==> config.mk <==
export PLATFORM = sky130hd
export DESIGN_NAME = hazard_sched
export DESIGN_NICKNAME = d
export VERILOG_FILES = /design/src/rtl/hazard_sched.sv
export SDC_FILE = /design/constraint.sdc
export NUM_CORES = 1
export LEC_CHECK = 0
export CAP_MARGIN = 20
export CORE_AREA = 2 2 67 69
export CTS_BUF_LIST = sky130_fd_sc_hd__clkbuf_16
export DETAILED_ROUTE_END_ITERATION = 8
export DIE_AREA = 0 0 69 71
export PLACE_DENSITY = 0.62
export REMOVE_ABC_BUFFERS = 1
export SYNTH_ARGS = -nofsm -noshare
export SYNTH_HDL_FRONTEND = slang
export SYNTH_SLANG_ARGS = --single-unit
==> constraint.sdc <==
create_clock -name clk -period 6.9 [get_ports clk]
set_clock_uncertainty 0.05 [all_clocks]
set_input_delay 2.07 -clock clk [delete_from_list [all_inputs] [get_ports clk]]
set_output_delay 2.07 -clock clk [all_outputs]
set_load 0.01 [all_outputs]
==> src/rtl/hazard_sched.sv <==
// ============================================================================
// Module   : hazard_sched
// Function : Hazard/stall scheduler for a 5-stage pipeline (forwarding,
//            load-use stall, branch flush, post-reset flush, memory wait FSM).
//            Optional performance counters enabled with HAZARD_PERF_EN.
// Revision : 1.0
// ============================================================================
`default_nettype none

module hazard_sched #(
    parameter int INIT_FLUSH  = 2,
    parameter int MEM_TIMEOUT = 64,
    parameter int CNT_W       = 8
) (
    input  logic        clk,
    input  logic        reset,
    input  logic [4:0]  Rs1D,
    input  logic [4:0]  Rs2D,
    input  logic [4:0]  Rs1E,
    input  logic [4:0]  Rs2E,
    input  logic [4:0]  RdE,
    input  logic [4:0]  RdM,
    input  logic [4:0]  RdW,
    input  logic        RegWriteM,
    input  logic        RegWriteW,
    input  logic        LoadE,
    input  logic        PCSrcE,
    input  logic        MemReqM,
    input  logic        MemAckM,
`ifdef HAZARD_PERF_EN
    input  logic        CntClr,
    output logic [31:0] LwStallCnt,
    output logic [31:0] FlushCnt,
    output logic [31:0] MemWaitCnt,
`endif
    output logic        StallF,
    output logic        StallD,
    output logic        StallE,
    output logic        StallM,
    output logic        FlushD,
    output logic        FlushE,
    output logic        FlushW,
    output logic [1:0]  ForwardAE,
    output logic [1:0]  ForwardBE,
    output logic        MemErr,
    output logic [1:0]  State
);

    typedef enum logic [1:0] {
        S_INIT  = 2'b00,
        S_RUN   = 2'b01,
        S_MWAIT = 2'b10,
        S_ERR   = 2'b11
    } state_t;

    localparam logic [CNT_W-1:0] C_INIT_LAST = CNT_W'(INIT_FLUSH - 1);
    localparam logic [CNT_W-1:0] C_TIMEOUT   = CNT_W'(MEM_TIMEOUT);

    state_t           r_state;
    logic [CNT_W-1:0] r_cnt;

    logic       w_active;
    logic       w_mem_stall;
    logic       w_lw_stall;
    logic [1:0] w_fwd_a;
    logic [1:0] w_fwd_b;

    function automatic logic [1:0] fwd_sel(input logic [4:0] src);
        if (RegWriteM && (RdM != 5'd0) && (src == RdM))
            return 2'b10;
        else if (RegWriteW && (RdW != 5'd0) && (src == RdW))
            return 2'b01;
        else
            return 2'b00;
    endfunction

    assign w_active    = (r_state == S_RUN) || (r_state == S_MWAIT);
    assign w_mem_stall = w_active && MemReqM && !MemAckM;
    assign w_lw_stall  = LoadE && (RdE != 5'd0) && ((Rs1D == RdE) || (Rs2D == RdE));
    assign w_fwd_a     = fwd_sel(Rs1E);
    assign w_fwd_b     = fwd_sel(Rs2E);

    // A memory stall freezes E, so branch/load-use flushes wait for the release.
    always_comb begin
        StallF    = 1'b0;
        StallD    = 1'b0;
        StallE    = 1'b0;
        StallM    = 1'b0;
        FlushD    = 1'b0;
        FlushE    = 1'b0;
        FlushW    = 1'b0;
        ForwardAE = 2'b00;
        ForwardBE = 2'b00;
        case (r_state)
            S_INIT: begin
                FlushD = 1'b1;
                FlushE = 1'b1;
            end
            S_RUN, S_MWAIT: begin
                StallF    = w_lw_stall | w_mem_stall;
                StallD    = w_lw_stall | w_mem_stall;
                StallE    = w_mem_stall;
                StallM    = w_mem_stall;
                FlushW    = w_mem_stall;
                FlushD    = PCSrcE & ~w_mem_stall;
                FlushE    = (w_lw_stall | PCSrcE) & ~w_mem_stall;
                ForwardAE = w_fwd_a;
                ForwardBE = w_fwd_b;
            end
            default: begin
                StallF = 1'b1;
                StallD = 1'b1;
                StallE = 1'b1;
                StallM = 1'b1;
                FlushW = 1'b1;
            end
        endcase
    end

    always_ff @(posedge clk or negedge reset) begin
        if (!reset) begin
            r_state <= S_INIT;
            r_cnt   <= '0;
        end else begin
            case (r_state)
                S_INIT: begin
                    if (r_cnt == C_INIT_LAST) begin
                        r_state <= S_RUN;
                        r_cnt   <= '0;
                    end else begin
                        r_cnt <= r_cnt + 1'b1;
                    end
                end
                S_RUN: begin
                    if (w_mem_stall) begin
                        r_state <= S_MWAIT;
                        r_cnt   <= CNT_W'(1);
                    end
                end
                S_MWAIT: begin
                    if (MemAckM) begin
                        r_state <= S_RUN;
                        r_cnt   <= '0;
                    end else if (r_cnt == C_TIMEOUT) begin
                        r_state <= S_ERR;
                    end else begin
                        r_cnt <= r_cnt + 1'b1;
                    end
                end
                default: r_state <= S_ERR;
            endcase
        end
    end

    assign State  = r_state;
    assign MemErr = (r_state == S_ERR);

`ifdef HAZARD_PERF_EN
    logic [31:0] r_lw_cnt;
    logic [31:0] r_flush_cnt;
    logic [31:0] r_wait_cnt;

    always_ff @(posedge clk or negedge reset) begin
        if (!reset) begin
            r_lw_cnt    <= '0;
            r_flush_cnt <= '0;
            r_wait_cnt  <= '0;
        end else if (CntClr) begin
            r_lw_cnt    <= '0;
            r_flush_cnt <= '0;
            r_wait_cnt  <= '0;
        end else begin
            if ((r_state == S_RUN) && w_lw_stall && !w_mem_stall && !(&r_lw_cnt))
                r_lw_cnt <= r_lw_cnt + 1'b1;
            if (w_active && FlushD && !(&r_flush_cnt))
                r_flush_cnt <= r_flush_cnt + 1'b1;
            if (w_mem_stall && !(&r_wait_cnt))
                r_wait_cnt <= r_wait_cnt + 1'b1;
        end
    end

    assign LwStallCnt = r_lw_cnt;
    assign FlushCnt   = r_flush_cnt;
    assign MemWaitCnt = r_wait_cnt;
`endif

endmodule

`default_nettype wire

* Word level (Yosys, flattened, before mapping)
Index checks and enable logic that the tools add are counted.
Operators by class: bitwise gates (word level) 5, reductions and logical operators 21, muxes and demuxes 20, add/subtract/negate cells 1, equality and inequality tests 15
Operator list (number):
- 8-bit two-way mux | 4
- 5-bit == test | 6
- 8-bit case mux with 3 select lines | 1
- 2-bit two-way mux | 8
- 5-bit nonzero test | 3
- 1-bit logical AND | 10
- 8-bit by 1-bit adder with 8-bit output, second input constant | 1
- 8-bit by 1-bit == test with 1-bit output, second input constant | 1
- 8-bit by 7-bit == test with 1-bit output, second input constant | 1
- 1-bit case mux with 2 select lines | 4
- 2-bit case mux with 3 select lines | 1
- 3-bit AND reduction | 2
- 2-bit == test, second input constant | 2
- 2-bit != test, second input constant | 2
- 3-bit by 2-bit != test with 1-bit output, second input constant | 1
- 3-bit != test, second input constant | 1
- 3-bit nonzero test | 1
- 1-bit bitwise AND | 2
- 2-bit by 1-bit == test with 1-bit output, second input constant | 1
- 2-bit logical NOT | 1
- 1-bit logical OR | 2
- 1-bit two-way mux | 2
- 1-bit OR | 2
- 2-bit OR reduction | 1
- 2 further kinds | 2
Word-level totals: output and inout port bits 14, word-level logic and storage cells 64, input port bits 43, register bits after elaboration 10

* Logic depth before layout (Yosys ltp)
Gate-level depths: netlist of run 1.
depth in word-level cells 7, gate-level depth with buffers 6, gate-level depth less buffers 6

* Worst setup path after synthesis of run 1
No wires, ideal clock.
kind input to output, from in RdM[1], to out ForwardAE[0], stages 4, data arrival time 3229 ps, required time 4780 ps, path slack 1551 ps, buffers on the path 0, cells stage by stage or4_1 > o21ai_0 > nor4_1 > nor4_2
On the way: cells in the longest elaborated chain, start to end 5, elaborated cells between the ends (all ways) 6, those cells by class eq/ne (1); mux (2); reduce/logical (3)
RTL lines:
- from (decl) | RTL line 22 | input logic [4:0] RdM,
- 5-bit nonzero test | RTL line 69 | if (RegWriteM && (RdM != 5'd0) && (src == RdM))
- 1-bit logical AND | RTL line 69
- 1-bit logical AND * | RTL line 69
- 2-bit two-way mux * | RTL line 69
- 2-bit two-way mux * | RTL line 94 | case (r_state)
- to (decl) | RTL line 43 | output logic [1:0] ForwardAE,
Mark *: on every way between the ends. The rest lies on a longest branch, timed or not.

* Worst setup path after layout of run 1
Same ends and word-level chain as after synthesis.

==> results of run 1 <==
cell usage after synthesis (all sizes together), types with 2 or more instances:
library cell,n,share of area [%]
xor2,24,18
inv,5,1.6
buf,3,1.9
or3,2,1.0
nor3,4,1.7
or4,6,3.8
a2111oi,2,1.5
nor4,4,3.1
ha,8,8.4
dfrtp,10,21
a211oi,2,1.3
a21oi,6,2.5
nand2b,2,1.0
xnor2,9,6.6
o21bai,2,1.3
o21ai,5,2.1
a22oi,2,1.3
nand3,6,2.5
nor2,11,3.5
nand2,5,1.6
o211ai,3,1.9
clkbuf,3,0.94
nand4,2,1.0
and2,3,1.6
mux2i,3,2.5
how the worst min path moves through the flow:
stage	startpoint	slack [ps]	endpoint
2_1_floorplan	r_cnt[7]$_DFFE_PN0P_	480	r_cnt[7]$_DFFE_PN0P_
3_3_place_gp	r_cnt[7]$_DFFE_PN0P_	520	r_cnt[7]$_DFFE_PN0P_
3_5_place_dp	r_cnt[7]$_DFFE_PN0P_	520	r_cnt[7]$_DFFE_PN0P_
4_1_cts	r_cnt[7]$_DFFE_PN0P_	530	r_cnt[7]$_DFFE_PN0P_
5_1_grt	r_cnt[7]$_DFFE_PN0P_	570	r_cnt[7]$_DFFE_PN0P_
6_report	r_cnt[7]$_DFFE_PN0P_	520	r_cnt[7]$_DFFE_PN0P_
through the flow:
stage          total power, mW  area (um2)  instances  utilization [%]
4_1_cts                 0.2113        1859        247            44.23
3_3_place_gp            0.1080        1784        244            42.44
2_1_floorplan          0.07490        1159        136                -
5_1_grt                 0.2182        1859        247            44.23
6_report                0.2082        1859        247            44.23
3_5_place_dp            0.1082        1784        244            42.44
routing by layer:
metal  GRT usage, %  up-vias
li1               -      622
met1          18.25      564
met2          24.68       38
met3          3.134        5
met4          5.882        0
met5              0        -
power breakdown:
group / switching [mW] / internal [mW] / total [mW]
clock network: 0.0261 / 0.0751 / 0.101
registers: 0 / 0.0589 / 0.0589
logic: 0.0176 / 0.0306 / 0.0481
total: 0.0437 / 0.165 / 0.208
flip-flops by register name, indices dropped and copies added, names as in the netlist:
name and count:
State 2, r_cnt 8
cell type report:
| type | instances | share of cell area, % |
|---|---|---|
| well taps | 52 | 3.499 |
| multi-input cells | 121 | 47.85 |
| clock buffers | 3 | 4.038 |
| repair buffers | 56 | 30.15 |
| flip-flops and latches | 10 | 13.46 |
| inverters | 5 | 1.009 |
critical path, delay by kind of cell:
kind / cells / cell delay [ps]
AOI/OAI and AO/OA: 1 / 260
and+or+nand+nor: 3 / 950
buffers and inverters: 2 / 1050
logic make-up (layout without fill, tap and decap cells):
group	count (synthesis)	count (layout)	share of synthesized area, %
AOI/OAI and AO/OA	29	29	16.37
xor gates and xnor gates	33	33	24.24
adders and majority gates	8	8	8.395
buffers and inverters	11	64	4.407
DFF	10	10	20.99
muxes	3	3	2.518
and+or+nand+nor	48	48	23.08
==> impl_metrics.yaml, run 1 <==
yosys:
  synth_top_flop_cell: "dfrtp_1"
  yosysWarnings: 0
  syn_inst: 142
  netlist_area_mm2: 0.001192
  yosysSeqAreaShare_pct: 20.99
  ys_seq_elements: 10
  syn_area_per_cell_um2: 8.397
  yosysUniqueCellTypes: 36
  async_reset_ff_share_pct: 100.0
  synth_edf_count: 0
timing:
  worst_pin_slew_ps: 742.0
  final_max_slew_viol_count: 0
  holdWs_ps: 524.1
  period_share_pct: 93.50
  setup_violations: 0
  min_period_ps: 6452
  hold_viol_final: 0
  setup-tns-final_ps: 0
  max_freq_mhz: 155.0
  relSlewSlack_pct: 50.15
  rsz0062_at_grt: "false"
  fin_ws_ps: 448.3
drt:
  wl_per_cell_um: 13.40
  drcViolationCount: 0
  drt-met1-wl_mm: 1.473
  vias: 1229
  drtIter0Drc: 48
  topRoutingLayerUsed: "met4"
  dr_wl_met2_mm: 1.587
  met3WireLength_um: 192
  avgViaCountPerCell: 4.976
  drt_first_pass_iters: 4
  finalWirelength_mm: 3.309
  ant_nets: 0
worst_setup_path:
  r2r_end: "r_cnt[2]$_DFFE_PN0P_"
  critical_path.max_stage_delay_ps: 580
  path_cells: "clkdlybuf4s50_1 > or4_1 > o21ai_0 > nor4_1 > nor4_2 > clkdlybuf4s50_1"
  cp_data_required_time_ps: 4780
  end_kind: "primary output"
  path_class: "input port to primary output"
  rr_startpoint: "State[0]$_DFFE_PN0P_"
  crit_end: "ForwardAE[0]"
  r2r_slack_ps: 4350
  cpMostUsedCell: "clkdlybuf4s50_1"
  worstPathMaxFanout: 3
  crit_start: "RdM[1]"
  r2r_cells: 6
  startpoint_type: "input port"
  crit_arrival_ps: 4330
  cp_slowest_cell: "clkdlybuf4s50_1"
finish:
  syn_to_final_growth_pct: 55.93
  fin_nets: 248
  num-fill-cells: 430
  final_common_cell: "clkdlybuf4s50_1"
  regArea_um2: 250.2
  layout_common_cells: "56 x clkdlybuf4s50_1, 24 x xor2_1, 11 x nor2_1"
  insertedDiodeCount: 0
  drive_gt1_share_pct: 3.590
  multi_input_area_um2: 889.6
cts:
  clk_pin_slew_worst_paths_ps: 40
  cts_htree_levels: 1
  postCtsSetupBuffers: 0
  cts-resized-gates: 0
  clkLatencyLatePin_ps: 240
  cts_buffers: 3
  numClockSinks: 10
  clk_path_buf_depth: 2
  cts_tree: "yes"
  hold_buffers: 0
  root_buffer: "clkbuf_16"
grt:
  antenna_found_initial: 0
  overflow: 0
  grt_usage_pct: 14.64
  grt_max_degree: 15
  grt_pass1_wl_mm: 5.982
  grt_pass1_vias: 1326
pwr:
  ir_drop_mv: 0.06335
  leakagePower_nw: 0.7025
  p_per_area_mw_per_mm2: 112.0
place:
  place_hpwl_mm: 2.758
  port_buffers: 56
  place.gp.congestion: 0.7784
  dp_slack_ps: 450.3
flow_run:
  cap_viol_max_count: 0
floorplan:
  coreArea_mm2: 0.004204
  dieHeight_um: 71
  rows: 24
  io_pins: 57
  initial_core_util_pct: 28.36
  dieArea_mm2: 0.004899
  die_x_um: 69
status:
  status: "complete, no violations"
min_path:
  hold_class: "flop to flop"
  whs_path_depth: 2
Note: power is estimated with default switching activity, not from simulation.
==> inputs of run 2 (changes only) <==
CAP_MARGIN = default   (was 20)
==> results of run 2 <==
The final DEF is identical to that of run 1; final timing and power are the same.
